$ cat src/rtl/serial_byte_adder_ctrl_pkg.sv
// sbadd_pkg: definitions shared by the serial byte adder controller,
// its bus interface and the 8-bit adder slice.
//   BYTE_W : width of one adder slice (one operand byte)
//   state_e: sequencer states IDLE / RUN / DONE, 2-bit encoding
//   idx_w(): width of the byte index for a given byte count, never below 1
package sbadd_pkg;

   localparam int BYTE_W = 8;

   typedef enum logic [1:0] {
      IDLE = 2'd0,
      RUN  = 2'd1,
      DONE = 2'd2
   } state_e;

   // clog2 of the byte count, but at least one bit so a single-byte build
   // still has a legal index register.
   function automatic int idx_w(input int nbytes);
      return (nbytes <= 1) ? 1 : $clog2(nbytes);
   endfunction

endpackage

$ cat src/rtl/serial_byte_adder_ctrl_if.sv
// serial_byte_adder_ctrl_if: requester <-> sequencer bus.
//   start, a, b, cin : request and operands (requester drives)
//   sub              : subtract select, present only with SBADD_SUB_EN
//   busy, done       : status (sequencer drives)
//   sum, cout        : result (sequencer drives)
// Modports: master = requester side, slave = sequencer side.
interface serial_byte_adder_ctrl_if #(
   parameter int NBYTES = 4
);
   localparam int W = sbadd_pkg::BYTE_W * NBYTES;

   logic         start;
   logic [W-1:0] a;
   logic [W-1:0] b;
   logic         cin;
`ifdef SBADD_SUB_EN
   logic         sub;
`endif
   logic         busy;
   logic         done;
   logic [W-1:0] sum;
   logic         cout;

`ifdef SBADD_SUB_EN
   modport master (output start, a, b, cin, sub, input busy, done, sum, cout);
   modport slave  (input start, a, b, cin, sub, output busy, done, sum, cout);
`else
   modport master (output start, a, b, cin, input busy, done, sum, cout);
   modport slave  (input start, a, b, cin, output busy, done, sum, cout);
`endif

endinterface

$ cat src/rtl/serial_byte_adder_ctrl_adder8_slice.sv
// adder8_slice: purely combinational 8-bit ripple-carry adder.
//   a8, b8 : operand bytes
//   ci     : carry in
//   s8     : sum byte
//   co     : carry out
module adder8_slice
   import sbadd_pkg::*;
(
   input  logic [BYTE_W-1:0] a8,
   input  logic [BYTE_W-1:0] b8,
   input  logic              ci,
   output logic [BYTE_W-1:0] s8,
   output logic              co
);

   logic [BYTE_W:0] c;

   always_comb begin
      c  = '0;
      s8 = '0;
      c[0] = ci;
      for (int i = 0; i < BYTE_W; i++) begin
         s8[i]   = a8[i] ^ b8[i] ^ c[i];
         c[i+1]  = (a8[i] & b8[i]) | (c[i] & (a8[i] ^ b8[i]));
      end
      co = c[BYTE_W];
   end

endmodule

$ cat src/rtl/serial_byte_adder_ctrl.sv
// serial_byte_adder_ctrl: NBYTES-wide add done one byte per clock through a
// single shared 8-bit adder slice, least significant byte first, with the
// carry chained through a register.
//   clk : rising-edge clock
//   rst : synchronous active-high reset
//   bus : serial_byte_adder_ctrl_if.slave (start/a/b/cin[/sub] in,
//         busy/done/sum/cout out)
// Optional macro SBADD_SUB_EN: adds bus.sub; sub=1 computes a + ~b + 1
// (cin ignored, cout=1 means no borrow).
module serial_byte_adder_ctrl
   import sbadd_pkg::*;
#(
   parameter int NBYTES = 4
) (
   input  logic                    clk,
   input  logic                    rst,
   serial_byte_adder_ctrl_if.slave bus
);

   localparam int IW = idx_w(NBYTES);

   state_e                           state_q, state_d;
   logic [IW-1:0]                    idx_q, idx_d;
   logic                             carry_q, carry_d;
   logic [NBYTES-1:0][BYTE_W-1:0]    a_q, a_d;
   logic [NBYTES-1:0][BYTE_W-1:0]    b_q, b_d;
   logic [NBYTES-1:0][BYTE_W-1:0]    sum_q, sum_d;
   logic                             cout_q, cout_d;
`ifdef SBADD_SUB_EN
   logic                             sub_q, sub_d;
`endif

   logic [BYTE_W-1:0] a_byte, b_byte, s_byte;
   logic              c_out;

   // Byte mux in front of the shared slice.
   assign a_byte = a_q[idx_q];
`ifdef SBADD_SUB_EN
   assign b_byte = sub_q ? ~b_q[idx_q] : b_q[idx_q];
`else
   assign b_byte = b_q[idx_q];
`endif

   adder8_slice u_slice (
      .a8 (a_byte),
      .b8 (b_byte),
      .ci (carry_q),
      .s8 (s_byte),
      .co (c_out)
   );

   always_comb begin
      state_d = state_q;
      idx_d   = idx_q;
      carry_d = carry_q;
      a_d     = a_q;
      b_d     = b_q;
      sum_d   = sum_q;
      cout_d  = cout_q;
`ifdef SBADD_SUB_EN
      sub_d   = sub_q;
`endif
      case (state_q)
         IDLE, DONE: begin
            // DONE accepts a new request exactly like IDLE so that
            // back-to-back issue costs no extra cycle.
            if (bus.start) begin
               a_d     = bus.a;
               b_d     = bus.b;
`ifdef SBADD_SUB_EN
               sub_d   = bus.sub;
               carry_d = bus.sub ? 1'b1 : bus.cin;
`else
               carry_d = bus.cin;
`endif
               sum_d   = '0;
               cout_d  = 1'b0;
               idx_d   = '0;
               state_d = RUN;
            end else begin
               state_d = IDLE;
            end
         end
         RUN: begin
            sum_d[idx_q] = s_byte;
            carry_d      = c_out;
            if (idx_q == IW'(NBYTES - 1)) begin
               cout_d  = c_out;
               state_d = DONE;
            end else begin
               idx_d = idx_q + 1'b1;
            end
         end
         default: state_d = IDLE;
      endcase
   end

   always_ff @(posedge clk) begin
      if (rst) begin
         state_q <= IDLE;
         idx_q   <= '0;
         carry_q <= 1'b0;
         a_q     <= '0;
         b_q     <= '0;
         sum_q   <= '0;
         cout_q  <= 1'b0;
`ifdef SBADD_SUB_EN
         sub_q   <= 1'b0;
`endif
      end else begin
         state_q <= state_d;
         idx_q   <= idx_d;
         carry_q <= carry_d;
         a_q     <= a_d;
         b_q     <= b_d;
         sum_q   <= sum_d;
         cout_q  <= cout_d;
`ifdef SBADD_SUB_EN
         sub_q   <= sub_d;
`endif
      end
   end

   assign bus.busy = (state_q == RUN);
   assign bus.done = (state_q == DONE);
   assign bus.sum  = sum_q;
   assign bus.cout = cout_q;

endmodule

$ cat src/flat_wrapper.sv
// flat-port wrapper written by rule: the top's interface ports become plain ports
module serial_byte_adder_ctrl_flat import sbadd_pkg::*;
#(
   parameter int NBYTES = 4
)
  (clk, rst, bus_start, bus_a, bus_b, bus_cin, bus_busy, bus_done, bus_sum, bus_cout);
  serial_byte_adder_ctrl_if #(.NBYTES(NBYTES)) bus_i ();
  input  logic clk;
  input  logic rst;
  input wire logic [$bits(bus_i.start)-1:0] bus_start;
  input wire logic [$bits(bus_i.a)-1:0] bus_a;
  input wire logic [$bits(bus_i.b)-1:0] bus_b;
  input wire logic [$bits(bus_i.cin)-1:0] bus_cin;
  output wire logic [$bits(bus_i.busy)-1:0] bus_busy;
  output wire logic [$bits(bus_i.done)-1:0] bus_done;
  output wire logic [$bits(bus_i.sum)-1:0] bus_sum;
  output wire logic [$bits(bus_i.cout)-1:0] bus_cout;
  assign bus_i.start = bus_start;
  assign bus_i.a = bus_a;
  assign bus_i.b = bus_b;
  assign bus_i.cin = bus_cin;
  assign bus_busy = bus_i.busy;
  assign bus_done = bus_i.done;
  assign bus_sum = bus_i.sum;
  assign bus_cout = bus_i.cout;
  serial_byte_adder_ctrl #(.NBYTES(NBYTES)) u_core (.clk(clk), .rst(rst), .bus(bus_i));
endmodule
$ cat config.mk
export PLATFORM = sky130hd
export DESIGN_NAME = serial_byte_adder_ctrl_flat
export DESIGN_NICKNAME = d
export VERILOG_FILES = /design/src/rtl/serial_byte_adder_ctrl_pkg.sv /design/src/rtl/serial_byte_adder_ctrl_if.sv /design/src/rtl/serial_byte_adder_ctrl_adder8_slice.sv /design/src/rtl/serial_byte_adder_ctrl.sv /design/src/flat_wrapper.sv
export SDC_FILE = /design/constraint.sdc
export NUM_CORES = 1
export LEC_CHECK = 0
export CAP_MARGIN = 20
export CORE_UTILIZATION = 44
export CTS_BUF_LIST = sky130_fd_sc_hd__clkbuf_8
export DETAILED_ROUTE_END_ITERATION = 8
export PLACE_DENSITY_LB_ADDON = 0.08
export REMOVE_ABC_BUFFERS = 1
export SYNTH_ARGS = -nofsm -noshare
export SYNTH_HDL_FRONTEND = slang
export SYNTH_SLANG_ARGS = --single-unit
$ cat constraint.sdc
create_clock -name clk -period 4.5 [get_ports clk]
set_clock_uncertainty 0.1 [all_clocks]
set_input_delay 1.125 -clock clk [delete_from_list [all_inputs] [get_ports clk]]
set_output_delay 1.125 -clock clk [all_outputs]
set_load 0.05 [all_outputs]
==> flow_metrics.env <==
export IMPL_die_width_um=103
export IMPL_timing_critical_path_from_type="register"
export IMPL_stdcell_area_sq_um=5690
export IMPL_die_height_um=103
export IMPL_syn_cell_area_sq_um=4470
export IMPL_clock_tree_buffer_depth=2
export IMPL_routed_wl_met2_um=4460
export IMPL_number_of_clock_sinks=102
export IMPL_synth_area_per_cell_sq_um=8.81
export IMPL_ant_nets=0
export IMPL_post_layout_total_power_mw=1.96
export IMPL_worstSetupPathType="reg -> reg"
export IMPL_number_of_hold_violations_in_the_final_report=0
export IMPL_hold_removal_path_class="reg -> reg"
export IMPL_via_per_inst=4.93
export IMPL_intPower_mw=1.50
export IMPL_cts_buffers_inserted=9
export IMPL_clk_transition_reported_paths_ns=0.08
export IMPL_place_port_buffers=102
export IMPL_combPwrFrac_pct=14.4
export IMPL_relSlewSlack_pct=30.4
export IMPL_max_slew_worst_pin_slew_ns=1.04
export IMPL_placed_cell_area_sq_um=5440
export IMPL_cts_tree="yes"
export IMPL_grt_total_usage_pct=18.8
export IMPL_utilization_after_layout_pct=58.0
export IMPL_grt_antenna_before_repair=0
export IMPL_num_nets_final=665
export IMPL_irDropWorstVdd_v=0.000183
export IMPL_timing_critical_path_required_ns=4.60
export IMPL_drt_iter0_markers=101
export IMPL_netlist_top_cells_area="sky130_fd_sc_hd__dfxtp_1, sky130_fd_sc_hd__nand2_1, sky130_fd_sc_hd__a21oi_1, sky130_fd_sc_hd__mux4_2, sky130_fd_sc_hd__nand3b_1"
export IMPL_outcome="complete, no violations"
export IMPL_cp_slowest_stage_delay_ns=0.46
export IMPL_aggregate_global_routing_overflow=0
export IMPL_dpl_cell_count=707
export IMPL_critical_path_slowest_cell="sky130_fd_sc_hd__fa_1"
export IMPL_final_non_filler_cell_total=722
export IMPL_timing_max_transition_violations_final=0
export IMPL_post_cts_setup_buffers=0
export IMPL_synth_lib_cells_used_distinct=27
export IMPL_hpwl_um=6430
export IMPL_end_kind="register"
export IMPL_cts_root_buf="sky130_fd_sc_hd__clkbuf_8"
export IMPL_post_route_cells_drive_above_1_share_pct=7.47
export IMPL_yosys_area_top_type_share_pct=45.6
export IMPL_drt_total_wl_um=9580
export IMPL_htree_num_levels=3
export IMPL_worst_path_setup_slack_after_routing_ns=0.251
export IMPL_yosysTopAreaCell="sky130_fd_sc_hd__dfxtp_1"
export IMPL_power_switching_share_pct=23.7
export IMPL_net_switching_power_mw=0.465
export IMPL_finalWorstPathRequiredPeriod_ns=4.25
export IMPL_starting_density_of_the_core_pct=45.6
export IMPL_filler_cell_count=969
export IMPL_clk_latency_ns=0.35
export IMPL_power_density_nw_per_um2=344
export IMPL_synth_yosys_seq_area_share_pct=45.6
export IMPL_pwr_share_clk_pct=36.3
export IMPL_maximum_number_of_pins_on_one_net_before_global_route_repair=101
export IMPL_critical_path_max_fanout=4
export IMPL_first_global_vias=3232
export IMPL_synth_seq_cells=102
export IMPL_max_cap_violations=0
export IMPL_std_cell_rows=36
export IMPL_wl_met3_um=379
export IMPL_place_ws_ns=0.191
export IMPL_final_min_period_over_clock_period_pct=94.4
export IMPL_grt_setup_unrepaired="no"
export IMPL_detail_route_drc_violations=0
export IMPL_die_area_sq_um=10600
export IMPL_grt_first_pass_wirelength_um=15500
export IMPL_total_neg_setup_slack_ns=0
export IMPL_achievable_frequency_mhz=235
export IMPL_share_seq_of_total_power_pct=49.3
export IMPL_detailedRoute_firstPassIterationCount=4
export IMPL_ordered_list_of_cells_on_the_worst_path="mux4_2 > inv_1 > fa_1 > fa_1 > fa_2 > fa_1 > fa_1 > inv_1 > fa_1 > inv_1 > fa_1 > inv_1 > fa_1 > nand2_1 > a21oi_1"
export IMPL_worst_hold_slack_ns=0.353
export IMPL_synthesis_instances=508
export IMPL_critical_path_top_cell_by_count="sky130_fd_sc_hd__fa_1"
export IMPL_antenna_diode_count=0
export IMPL_power_static_leakage_nw=2.06
export IMPL_synth_warnings=0
export IMPL_routed_top_layer="met4"
export IMPL_post_route_met1_wirelength_um=4590
export IMPL_routedWlPerCell_um=13.3
export IMPL_place_congestion=0.746
export IMPL_setup_viol_count_final=0
export IMPL_coreArea_sq_um=9820
export IMPL_vias=3557
export IMPL_io_pins=103
export IMPL_areaGrowthSynthToFinish_pct=27.2
export IMPL_worst_ep_arrival_ns=4.35
==> registers in the layout (all words and copies together) (netlist names) <==
register	cells
u_core.state_q	2
u_core.a_q	32
u_core.bus.cout	1
u_core.idx_q	2
u_core.b_q	32
u_core.bus.sum	32
u_core.carry_q	1
==> cells in the final DEF, fill, tap and decap left out, drive strengths merged <==
cell type,count
a21oi,77
a22oi,1
and3b,4
buf,7
bufinv,4
clkbuf,9
clkdlybuf4s50,101
dfxtp,102
fa,8
ha,4
inv,20
mux4,16
nand2,167
nand2b,2
nand3,5
nand3b,26
nand4b,6
nor2,7
nor2b,3
o21ai,18
or3,1
or3b,1
==> path summary, 6_finish.rpt <==
kind | start | cells past startpoint | slack, ns | end
worst max-delay path | u_core.idx_q[1]$_SDFFE_PP0P_ | 15 | 0.25 | u_core.bus.sum[23]$_SDFFE_PP0P_
worst min-delay path | u_core.b_q[27]$_SDFFE_PP0P_ | 2 | 0.35 | u_core.b_q[27]$_SDFFE_PP0P_
worst max register to register | u_core.idx_q[1]$_SDFFE_PP0P_ | 15 | 0.25 | u_core.bus.sum[23]$_SDFFE_PP0P_
worst min register to register | u_core.b_q[27]$_SDFFE_PP0P_ | 2 | 0.35 | u_core.b_q[27]$_SDFFE_PP0P_
==> power by group through the flow <==
stage / Sequential (mW) / Clock (mW) / Combinational, mW
final: 0.966 / 0.711 / 0.283
after global routing: 0.972 / 0.765 / 0.312
after CTS: 0.966 / 0.731 / 0.287
after detailed placement: 0.987 / 0 / 0.286
after global placement: 0.985 / 0 / 0.284
after floorplan: 1.00 / 0 / 0.135
==> per-layer routing <==
| metal | vias to the layer above | track usage, % |
|---|---|---|
| met5 | - | 0 |
| met1 | 1641 | 25.3 |
| met3 | 13 | 2.85 |
| li1 | 1826 | - |
| met4 | 0 | 7.15 |
| met2 | 77 | 30.6 |
==> critical path: cells and delay by family, from the launching register on <==
family,cells,cell delay [ns]
flops,1,0.36
simple gates,1,0.08
compound gates,1,0.07
mux,1,0.33
fa+ha+maj,8,2.91
buf+inv,4,0.25
==> final cells by class <==
type                            instances  area (sq um)  area share, %
Timing Repair Buffer                  108          1060           18.7
Tap cell                              133           166           2.92
Multi-Input combinational cell        346          2100           36.9
Sequential cell                       102          2040           35.9
Clock inverter                          6           128           2.24
Clock buffer                            9           124           2.18
Inverter                               18          67.6           1.19
==> repair_timing <==
action                                  CTS  global route
hold buffers                              0             0
gates resized for setup                   0             2
endpoints found under the setup margin    0             4
==> cells in the mapped netlist <==
| library cell | number |
|---|---|
| sky130_fd_sc_hd__a21oi_1 | 76 |
| sky130_fd_sc_hd__a21oi_2 | 1 |
| sky130_fd_sc_hd__a22oi_1 | 1 |
| sky130_fd_sc_hd__and3b_1 | 4 |
| sky130_fd_sc_hd__buf_2 | 11 |
| sky130_fd_sc_hd__buf_4 | 13 |
| sky130_fd_sc_hd__buf_6 | 8 |
| sky130_fd_sc_hd__clkbuf_1 | 10 |
| sky130_fd_sc_hd__dfxtp_1 | 102 |
| sky130_fd_sc_hd__fa_1 | 8 |
| sky130_fd_sc_hd__ha_1 | 4 |
| sky130_fd_sc_hd__inv_1 | 18 |
| sky130_fd_sc_hd__mux4_2 | 16 |
| sky130_fd_sc_hd__nand2_1 | 167 |
| sky130_fd_sc_hd__nand2b_1 | 1 |
| sky130_fd_sc_hd__nand2b_4 | 1 |
| sky130_fd_sc_hd__nand3_1 | 5 |
| sky130_fd_sc_hd__nand3b_1 | 26 |
| sky130_fd_sc_hd__nand4b_1 | 6 |
| sky130_fd_sc_hd__nor2_1 | 7 |
| sky130_fd_sc_hd__nor2b_1 | 1 |
| sky130_fd_sc_hd__nor2b_2 | 1 |
| sky130_fd_sc_hd__nor2b_4 | 1 |
| sky130_fd_sc_hd__o21ai_0 | 2 |
| sky130_fd_sc_hd__o21ai_1 | 16 |
| sky130_fd_sc_hd__or3_1 | 1 |
| sky130_fd_sc_hd__or3b_4 | 1 |
==> logic make-up (layout without fill, tap and decap cells) <==
group / count (synthesis) / count (layout) / share of synthesized area (%)
muxes: 16 / 16 / 8.05
and+or+nand+nor: 222 / 222 / 23.0
adders and majority gates: 12 / 12 / 4.70
AOI/OAI and AO/OA: 96 / 96 / 10.9
DFF: 102 / 102 / 45.6
buffers and inverters: 60 / 141 / 7.77
(Power assumes the default switching activity.)
